===== src/rtl/ram_data_arbiter.sv =====
// Two-requester arbiter for the shared ram data port: round-robin with a
// capped burst lock for requester 1, registered issue stage, 2-cycle read return.
module ram_data_arbiter #(
  parameter int DATA_WIDTH = 32,
  parameter int ADDR_WIDTH = 16,
  parameter int MAX_LOCK   = 8
) (
  input  logic                  clock,
  input  logic                  reset,
  input  logic                  m0_req,
  input  logic                  m0_we,
  input  logic [ADDR_WIDTH-1:0] m0_addr,
  input  logic [DATA_WIDTH-1:0] m0_wdata,
  input  logic                  m1_req,
  input  logic                  m1_we,
  input  logic [ADDR_WIDTH-1:0] m1_addr,
  input  logic [DATA_WIDTH-1:0] m1_wdata,
  input  logic                  m1_lock,
  output logic                  m0_gnt,
  output logic                  m1_gnt,
  output logic                  m0_rvalid,
  output logic [DATA_WIDTH-1:0] m0_rdata,
  output logic                  m1_rvalid,
  output logic [DATA_WIDTH-1:0] m1_rdata,
  output logic                  wEn,
  output logic [ADDR_WIDTH-1:0] d_address,
  output logic [DATA_WIDTH-1:0] d_write_data,
  input  logic [DATA_WIDTH-1:0] d_read_data
);

  localparam int CW = $clog2(MAX_LOCK + 1);

  typedef enum logic [0:0] {RR, LOCKED} state_t;

  state_t          state_reg, state_next;
  logic            last_reg, last_next;
  logic [CW-1:0]   cnt_reg, cnt_next;
  logic            gnt0, gnt1, accept;

  logic                  issue_valid_reg;
  logic                  issue_owner_reg;
  logic                  issue_we_reg;
  logic [ADDR_WIDTH-1:0] issue_addr_reg;
  logic [DATA_WIDTH-1:0] issue_wdata_reg;

  // Grant selection and arbitration state update
  always_comb begin
    gnt0       = 1'b0;
    gnt1       = 1'b0;
    state_next = state_reg;
    last_next  = last_reg;
    cnt_next   = cnt_reg;

    if (!reset) begin
      case (state_reg)
        RR: begin
          if (m0_req && m1_req) begin
            if (last_reg) gnt0 = 1'b1;
            else          gnt1 = 1'b1;
          end else begin
            gnt0 = m0_req;
            gnt1 = m1_req;
          end
        end
        LOCKED: begin
          // Requester 0 gets one slot once the burst cap is hit.
          if (m0_req && (!m1_req || cnt_reg >= CW'(MAX_LOCK))) gnt0 = 1'b1;
          else                                                 gnt1 = m1_req;
        end
        default: ;
      endcase
    end

    accept = gnt0 | gnt1;
    if (accept) last_next = gnt1;

    case (state_reg)
      RR: begin
        if (gnt1 && m1_lock) begin
          state_next = LOCKED;
          cnt_next   = CW'(1);
        end
      end
      LOCKED: begin
        if (!m1_lock || !m1_req) begin
          state_next = RR;
          cnt_next   = '0;
        end else if (gnt0) begin
          cnt_next = '0;
        end else if (gnt1 && cnt_reg < CW'(MAX_LOCK)) begin
          cnt_next = cnt_reg + CW'(1);
        end
      end
      default: state_next = RR;
    endcase
  end

  always_ff @(posedge clock) begin
    if (reset) begin
      state_reg <= RR;
      last_reg  <= 1'b1;
      cnt_reg   <= '0;
    end else begin
      state_reg <= state_next;
      last_reg  <= last_next;
      cnt_reg   <= cnt_next;
    end
  end

  // Issue stage: address/data hold when idle, only valid drops.
  always_ff @(posedge clock) begin
    if (reset) begin
      issue_valid_reg <= 1'b0;
      issue_owner_reg <= 1'b0;
      issue_we_reg    <= 1'b0;
      issue_addr_reg  <= '0;
      issue_wdata_reg <= '0;
    end else if (accept) begin
      issue_valid_reg <= 1'b1;
      issue_owner_reg <= gnt1;
      issue_we_reg    <= gnt1 ? m1_we    : m0_we;
      issue_addr_reg  <= gnt1 ? m1_addr  : m0_addr;
      issue_wdata_reg <= gnt1 ? m1_wdata : m0_wdata;
    end else begin
      issue_valid_reg <= 1'b0;
    end
  end

  assign m0_gnt       = gnt0;
  assign m1_gnt       = gnt1;
  assign wEn          = issue_valid_reg & issue_we_reg;
  assign d_address    = issue_addr_reg;
  assign d_write_data = issue_wdata_reg;

  // Per-requester read return registers
  genvar gi;
  generate
    for (gi = 0; gi < 2; gi++) begin : g_ret
      logic                  rvalid_reg;
      logic [DATA_WIDTH-1:0] rdata_reg;
      logic                  hit;

      assign hit = issue_valid_reg && !issue_we_reg && (issue_owner_reg == 1'(gi));

      always_ff @(posedge clock) begin
        if (reset) begin
          rvalid_reg <= 1'b0;
          rdata_reg  <= '0;
        end else begin
          rvalid_reg <= hit;
          if (hit) rdata_reg <= d_read_data;
        end
      end
    end
  endgenerate

  assign m0_rvalid = g_ret[0].rvalid_reg;
  assign m0_rdata  = g_ret[0].rdata_reg;
  assign m1_rvalid = g_ret[1].rvalid_reg;
  assign m1_rdata  = g_ret[1].rdata_reg;

endmodule

===== config.mk =====
export PLATFORM = sky130hd
export DESIGN_NAME = ram_data_arbiter
export DESIGN_NICKNAME = d
export VERILOG_FILES = /design/src/rtl/ram_data_arbiter.sv
export SDC_FILE = /design/constraint.sdc
export NUM_CORES = 1
export LEC_CHECK = 0
export BUFFER_PORTS_ARGS = -buffer_cell sky130_fd_sc_hd__buf_2
export CORE_UTILIZATION = 49
export DETAILED_ROUTE_END_ITERATION = 16
export PLACE_DENSITY = 0.91
export SYNTH_ARGS = -nofsm -noshare
export SYNTH_HDL_FRONTEND = slang
export SYNTH_SLANG_ARGS = --single-unit

===== constraint.sdc =====
create_clock -name clock -period 2.3 [get_ports clock]
set_input_delay 0.115 -clock clock [delete_from_list [all_inputs] [get_ports clock]]
set_output_delay 0.115 -clock clock [all_outputs]
set_load 0.1 [all_outputs]

==> results of run 1 <==
==> layout by cell type, fill, tap and decap left out, types with 3 or more instances in the layout <==
cell	count
buf_4	11
dlygate4sd3_1	132
buf_12	3
clkinv_4	4
a211oi_1	41
buf_2	248
a21oi_1	67
o211ai_1	3
bufinv_16	6
clkbuf_16	16
nor2_1	56
dfxtp_1	123
nand2_1	133
a211oi_2	9
inv_1	6
mux2i_1	49
==> report_power, final <==
group	internal [mW]	switching, mW
sequential	2.27	0.0996
clock	2.02	1.05
combinational	0.488	1.42
total	4.78	2.57
==> what timing repair did <==
action	CTS	global route
endpoints found under the hold margin	117	0
setup buffers	0	3
pin swaps	0	1
gates resized for setup	1	2
cloned	0	1
endpoints found under the setup margin	1	42
hold buffers	132	0
==> logic make-up (layout without fill, tap and decap cells) <==
group                      Yosys count  in the layout  synth area share, %
AOI/OAI and AO/OA                  131            132                 17.7
adders and majority gates            2              2                0.510
buffers and inverters               52            433                 4.80
DFF                                123            123                 50.2
muxes                               50             50                 10.5
and+or+nand+nor                    203            203                 16.3
==> per-layer routing <==
layer  vias to the layer above  wire length, um
met1                      2832             7660
met3                       157             2490
met4                         0             1470
met5                         -                0
met2                       573            10600
li1                       2661                -
==> critical path, stage by stage <==
cell,delay (ns)
dlygate4sd3_1,0.55
buf_2,0.14
buf_4,0.71
mux2i_1,0.21
a211oi_1,0.37
dlygate4sd3_1,0.62
==> path summary, 6_finish.rpt <==
check                                        end  cells past startpoint
worst min register to register      m0_rdata[18]                      2
worst min-delay path               d_address[11]                      3
worst max register to register  d_write_data[15]                      6
worst max-delay path            d_write_data[28]                      6
==> through the flow <==
step	instances	hold slack, ns	setup WS (ns)
3_5_place_dp	908	0.372	0.0738
3_3_place_gp	908	0.367	0.219
2_1_floorplan	561	0.251	0.228
5_1_grt	1076	0.0256	-0.238
6_report	1076	0.0309	0.00143
4_1_cts	1072	0.00302	0.0520
==> cell type report <==
cell class / count / area [sq um] / share of cell area (%)
Clock inverter: 13 / 238 / 2.87
Sequential cell: 123 / 2460 / 29.8
Timing Repair Buffer: 395 / 2720 / 32.8
Multi-Input combinational cell: 387 / 2230 / 27.0
Clock buffer: 19 / 432 / 5.22
Inverter: 6 / 22.5 / 0.272
Tap cell: 133 / 166 / 2.01
==> flow_metrics.tcl, run 1 <==
set metrics [dict create \
    vias 6223 \
    viasPerCell 5.78 \
    power_density_nw_per_um2 888 \
    setup-tns-final_ns 0 \
    utilization_pct 85.0 \
    syn_nets 698 \
    total_power_mw 7.34 \
    grt_max_degree 91 \
    fin_skew_ns 0.0130 \
    drive_above_1_share_pct 33.0 \
    max_freq_ghz 0.435 \
    drc 0 \
    die_w_um 102 \
    use_met3_pct 13.7 \
    yosysWarnings 0 \
    fillers 428 \
    post-route-period-util_pct 99.9 \
    grt_pass1_vias 6153 \
    finalSetupViolCount 0 \
    hold_viol_final 0 \
    hp-start "m0_addr[11]" \
    syn_to_final_growth_pct 68.7 \
    r2r_slack_ns 0.001 \
    io_buffers 251 \
    drtPass1Iterations 5 \
    hold_path.class "primary input to flip-flop" \
    cts.sinks 123 \
    period_needed_ns 2.30 \
    cts_buffers 17 \
    cp-startpoint "m0_req" \
    synth_seq_cells 123 \
    antenna_found_initial 0 \
    synth_area_leader_cell "dfxtp_1" \
    synth_cell_types 37 \
    critical_path.max_fanout 55 \
    track_usage_pct 39.9 \
    use_met2_pct 67.0 \
    synthFlopType "dfxtp_1" \
    num_rows 36 \
    pin_count 252 \
    relSlewSlack_pct 40.1 \
    finalWeightedCongestion 0.816 \
    async_flop_share_pct 0 \
    drt_iter0_drc 474 \
    worstSkewPairLatency_ns 0.51 \
    cp_data_arrival_time_ns 2.74 \
    drv_cap 0 \
    drt-total-wl_um 22200 \
    vdd_drop_max_mv 0.502 \
    synth.top_cells.by_count "nand2_1 (133), dfxtp_1 (123), a21oi_1 (67)" \
    end_kind "flip-flop" \
    worst_pin_slew_ns 0.898 \
    leakage_nw 3.87 \
    ys_seq_area_share_pct 50.2 \
    cts_tree "built" \
    dieArea_sq_um 10400 \
    grt_pass1_wl_um 31200 \
    path_clk_slew_ns 0.06 \
    place_hpwl_um 9540 \
    drtAntennaViolNets 0 \
    avgSynthCellArea_sq_um 8.74 \
    antennaDiodeCount 0 \
    busiest_layer "met2" \
    die_height_um 102 \
    crit_required_ns 2.74 \
    h-tree-depth 4 \
    dpl_cell_area_sq_um 6220 \
    final_max_slew_viol_count 0 \
    start_util_pct 50.4 \
    synthTopCellsByArea "dfxtp_1 (50%), nand2_1 (10%), mux2i_1 (10%)" \
    syn_area_sq_um 4900 \
    synth_edf_count 0 \
    cts.root.buffer_cell "clkbuf_8" \
    start_kind "primary input" \
    final_cell_area_sq_um 8270 \
    grt_use_met1_pct 41.4 \
    reg2reg_from "state_reg" \
    syn_inst 561 \
    final_nets 1067 \
    synth_top_area_share_pct 50.2 \
    wl_per_cell_um 20.6 \
    crit_type "primary input to flip-flop" \
    overflow 0 \
    status "finished, final reports clean" \
    cts_buffer_depth 2 \
    coreArea_sq_um 9730 \
    synth.most_common_cell "nand2_1" \
]
No activity file was read; power rests on OpenSTA's default activity.
==> inputs of run 2 (changes only) <==
- HOLD_SLACK_MARGIN: unset -> 0.15
==> run 2 against run 1 <==
Compared with the run above: die area unchanged; combinational power about the same; fmax up 2.1%; via count down 0.79%; clock skew down 0.00079 ns; core utilization up 0.26 points; cell count up 0.46%; sequential power about the same; global-route usage down 0.44 points; critical endpoint is now d_address[15]; largest cell class unchanged; highest routed layer unchanged.
==> flow_metrics.tcl, run 2 (synthesized netlist as in run 1, its figures left out) <==
set metrics [dict create \
    use_met3_pct 12.7 \
    overflow 0 \
    hold_viol_final 0 \
    grt_pass1_vias 6132 \
    hold_path.class "primary input to flip-flop" \
    power_density_nw_per_um2 881 \
    rsz0062_at_grt "no" \
    use_met2_pct 68.1 \
    worstSkewPairLatency_ns 0.50 \
    start_util_pct 50.4 \
    antenna_found_initial 1 \
    grt_max_degree 91 \
    utilization_pct 85.3 \
    vdd_drop_max_mv 0.491 \
    drv_cap 0 \
    end_kind "flip-flop" \
    setup-tns-final_ns 0 \
    die_height_um 102 \
    h-tree-depth 4 \
    drc 0 \
    pin_count 252 \
    whs_path_depth 4 \
    cts_buffer_depth 2 \
    drtPass1Iterations 7 \
    path_clk_slew_ns 0.06 \
    num_rows 36 \
    fin_skew_ns 0.0122 \
    fillers 436 \
    vias 6174 \
    wl_per_cell_um 19.6 \
    p_clk_share_pct 41.8 \
    io_buffers 251 \
    period_needed_ns 2.25 \
    track_usage_pct 39.4 \
    r2r_cells 5 \
    seq_power_share_pct 32.4 \
    die_w_um 102 \
    cp_data_arrival_time_ns 2.64 \
    dieArea_sq_um 10400 \
    place_hpwl_um 9540 \
    crit_required_ns 2.69 \
    switchingPower_mw 2.53 \
    cts.sinks 123 \
    post-route-period-util_pct 97.9 \
    leakage_nw 3.88 \
    intPower_mw 4.78 \
    relSlewSlack_pct 39.7 \
    max_freq_ghz 0.444 \
    grt_use_met1_pct 39.7 \
    crit_type "flip-flop to flip-flop" \
    cts_tree "built" \
    syn_to_final_growth_pct 69.2 \
    p_comb_share_pct 25.8 \
    final_common_cell "buf_2" \
    critical_path.max_fanout 13 \
    finalSetupViolCount 0 \
    drt_iter0_drc 404 \
    finalWeightedCongestion 0.816 \
    drive_above_1_share_pct 32.8 \
    cts.root.buffer_cell "clkbuf_8" \
    cts_buffers 17 \
    final_max_slew_viol_count 0 \
    grt_pass1_wl_um 30800 \
    switching_share_pct 34.6 \
    status "finished, final reports clean" \
    drt-total-wl_um 21200 \
    mostFrequentLayoutCells "buf_2 (248), dlygate4sd3_1 (136), nand2_1 (133)" \
    start_kind "flip-flop" \
    busiest_layer "met2" \
    coreArea_sq_um 9730 \
    drtAntennaViolNets 0 \
    final_nets 1070 \
    viasPerCell 5.71 \
    worst_pin_slew_ns 0.904 \
]
run 2: cell types whose count changed in the layout (fill, tap and decap cells not counted), sizes merged:
cell         change
diode            +2
dlygate4sd3      +4
buf              -1
run 2: final timing paths:
path	from	end	slack, ns
min	d_read_data[25]	m1_rdata[25]	0.42
max reg2reg	state_reg	d_address[15]	0.05
min reg2reg	m0_rdata[18]	m0_rdata[18]	0.45
max	state_reg	d_address[15]	0.05
run 2: cell type report:
type                    instances  area (sq um)  area share (%)
diodes                          2          5.00          0.0603
clock buffers                  19           432            5.20
clock inverters                13           238            2.87
inverters                       6          22.5           0.271
multi-input cells             387          2230            26.9
flip-flops and latches        123          2460            29.7
well taps                     133           166            2.01
repair buffers                398          2740            33.0
run 2: worst max-delay path, stage by stage (launching register included):
cell and delay, ns:
dfxtp_1 0.53, mux2i_4 0.14, o21ai_4 0.46, o32ai_1 0.18, dlygate4sd3_1 0.60, nor3_1 0.23
run 2: per-stage QoR:
stage	power [mW]	hold slack, ns	cell area (sq um)	worst slack [ns]	cells
6_report	7.31	0.418	8300	0.0485	1081
5_1_grt	7.48	0.411	8290	0.0266	1080
4_1_cts	7.17	0.385	8260	0.0520	1076
3_5_place_dp	3.98	0.372	6220	0.0738	908
3_3_place_gp	3.96	0.367	6220	0.219	908
2_1_floorplan	3.66	0.251	4910	0.228	561
run 2: what timing repair did:
| item | in CTS | in global routing |
|---|---|---|
| hold buffers | 136 | 0 |
| endpoints found under the hold margin | 119 | 0 |
| pin swaps | 0 | 1 |
| endpoints found under the setup margin | 1 | 39 |
| buffers inserted | 0 | 2 |
| cloned | 0 | 1 |
| gates resized for setup | 1 | 2 |
run 2: power by group through the flow:
stage                     clock [mW]  combinational (mW)  sequential [mW]
after CTS                       3.04                1.79             2.34
after detailed placement           0                1.60             2.38
final                           3.05                1.89             2.36
after global routing            3.16                1.95             2.37
after global placement             0                1.58             2.38
after floorplan                    0               0.375             3.28
run 2: layer usage:
| metal | up-vias | wire length, um |
|---|---|---|
| met5 | - | 0 |
| li1 | 2670 | - |
| met3 | 133 | 2190 |
| met2 | 552 | 10400 |
| met1 | 2819 | 7220 |
| met4 | 0 | 1400 |
==> inputs of run 3 (changes only) <==
- GPL_TIMING_DRIVEN: unset -> 0
==> run 3 against run 2 <==
Compared with the run above: the flow now finishes with violations (setup timing); sequential power barely moved; cell area rose by 0.21%; worst setup slack got worse by 0.24 ns; wire length rose by 4.1%; sequential share of layout area fell by 0.063 points; clock power fell by 17%; clock skew fell by 0.0011 ns; die area did not move; critical endpoint is now d_write_data[16]; largest power group unchanged; highest routed layer unchanged.
==> flow_metrics.tcl, run 3 (synthesized netlist as in run 1, its figures left out) <==
set metrics [dict create \
    vdd_drop_max_mv 0.502 \
    cts.root.buffer_cell "clkbuf_8" \
    end_kind "flip-flop" \
    setup-tns-final_ns -0.259 \
    grt_max_degree 17 \
    final_nets 1102 \
    p_comb_share_pct 28.6 \
    seq_power_share_pct 34.4 \
    drtPass1Iterations 5 \
    hold_viol_final 0 \
    wl_per_cell_um 19.8 \
    fin_skew_ns 0.0111 \
    seq_area_sq_um 2460 \
    cts.sinks 123 \
    post-route-period-util_pct 108 \
    fillers 460 \
    pin_count 252 \
    cts_tree "built" \
    antenna_found_initial 2 \
    drt-total-wl_um 22000 \
    final_common_cell "buf_2" \
    path_clk_slew_ns 0.06 \
    cts_buffers 17 \
    mostFrequentLayoutCells "buf_2 (259), dlygate4sd3_1 (134), nand2_1 (133)" \
    intPower_mw 4.32 \
    drv_cap 0 \
    drtAntennaViolNets 0 \
    coreArea_sq_um 9730 \
    place_hpwl_um 11000 \
    start_util_pct 50.4 \
    multi_input_area_sq_um 2250 \
    num_rows 36 \
    switchingPower_mw 2.53 \
    finalWeightedCongestion 0.862 \
    drt_iter0_drc 402 \
    p_clk_share_pct 37.0 \
    switching_share_pct 36.9 \
    crit_type "flip-flop to flip-flop" \
    syn_to_final_growth_pct 69.6 \
    relSlewSlack_pct 50.9 \
    die_height_um 102 \
    worst_slack_ns -0.187 \
    fin_cells 1113 \
    period_needed_ns 2.49 \
    h-tree-depth 4 \
    holdWs_ns 0.233 \
    critical_path.max_fanout 10 \
    drc 0 \
    start_kind "flip-flop" \
    rsz0062_at_grt "yes" \
    utilization_pct 85.4 \
    final_max_slew_viol_count 0 \
    hold_path.class "primary input to flip-flop" \
    dpl.cell_count 943 \
    grt_pass1_wl_um 33300 \
    leakage_nw 3.92 \
    place_ws_ns 0.356 \
    cp_data_arrival_time_ns 2.87 \
    power_density_nw_per_um2 824 \
    grt_pass1_vias 6449 \
    worst_pin_slew_ns 0.737 \
    io_buffers 249 \
    finalSetupViolCount 3 \
    dieArea_sq_um 10400 \
    die_w_um 102 \
    overflow 0 \
    vias 6299 \
    violations "setup timing" \
    viasPerCell 5.66 \
    cts_buffer_depth 2 \
    drive_above_1_share_pct 33.2 \
    max_freq_ghz 0.402 \
    track_usage_pct 42.8 \
    status "finished, violations left" \
    worstSkewPairLatency_ns 0.50 \
    crit_required_ns 2.68 \
]
run 3: cell types whose count changed in the layout (fill, tap and decap cells not counted), moves of 3 or more:
| cell | before | now |
|---|---|---|
| clkbuf_1 | 1 | 27 |
| buf_2 | 248 | 259 |
| a211oi_1 | 41 | 35 |
| a211oi_2 | 9 | 15 |
| bufinv_16 | 6 | 1 |
| buf_4 | 11 | 8 |
| nor2_1 | 56 | 53 |
run 3: per-stage QoR:
stage	area, sq um	total power [mW]
after floorplan	4910	3.66
after global placement	6320	3.99
after detailed placement	6320	4.01
after CTS	8260	6.73
after global routing	8310	7.06
final	8310	6.85
run 3: power by group through the flow:
stage	Clock, mW	Sequential (mW)	Combinational [mW]
after floorplan	0	3.28	0.375
after global placement	0	2.38	1.61
after detailed placement	0	2.38	1.63
after CTS	2.54	2.34	1.85
after global routing	2.67	2.36	2.03
final	2.54	2.36	1.96
run 3: layer usage:
layer	wire (um)	part of all wire, %	global-route usage [%]	vias to the layer above
li1	-	-	-	2734
met1	7500	34	41.7	2922
met2	10700	48	72.6	501
met3	2330	11	19.1	142
met4	1550	7.0	30.0	0
met5	0	0	0	-
run 3: worst max-delay path: stages, from the launching register on:
cell           delay (ns)
dfxtp_1              0.32
buf_4                0.17
mux2i_4              0.34
o21ai_4              0.11
buf_4                0.19
buf_4                0.19
nor2_1               0.36
a211oi_1             0.11
dlygate4sd3_1        0.59
run 3: path summary, 6_finish.rpt:
path                      from          endpoint  slack, ns  cells past startpoint
hold / removal           reset        cnt_reg[0]       0.23                      4
setup / recovery     state_reg  d_write_data[16]      -0.19                      8
setup reg to reg     state_reg  d_write_data[16]      -0.19                      8
hold reg to reg   m1_rdata[19]      m1_rdata[19]       0.45                      2
run 3: final cells by class:
class / count / area share [%]
diodes: 2 / 0.0602
repair buffers: 385 / 31.5
inverters: 6 / 0.271
clock buffers: 20 / 5.48
clock inverters: 12 / 1.35
multi-input cells: 386 / 27.1
plain buffers: 46 / 2.60
well taps: 133 / 2.00
flip-flops and latches: 123 / 29.6
run 3: what timing repair did:
action / in CTS / in global routing
pin swaps: 1 / 1
setup buffers: 1 / 1
hold buffers: 135 / 0
endpoints found under the hold margin: 119 / 0
resized for setup: 2 / 13
endpoints found under the setup margin: 1 / 16
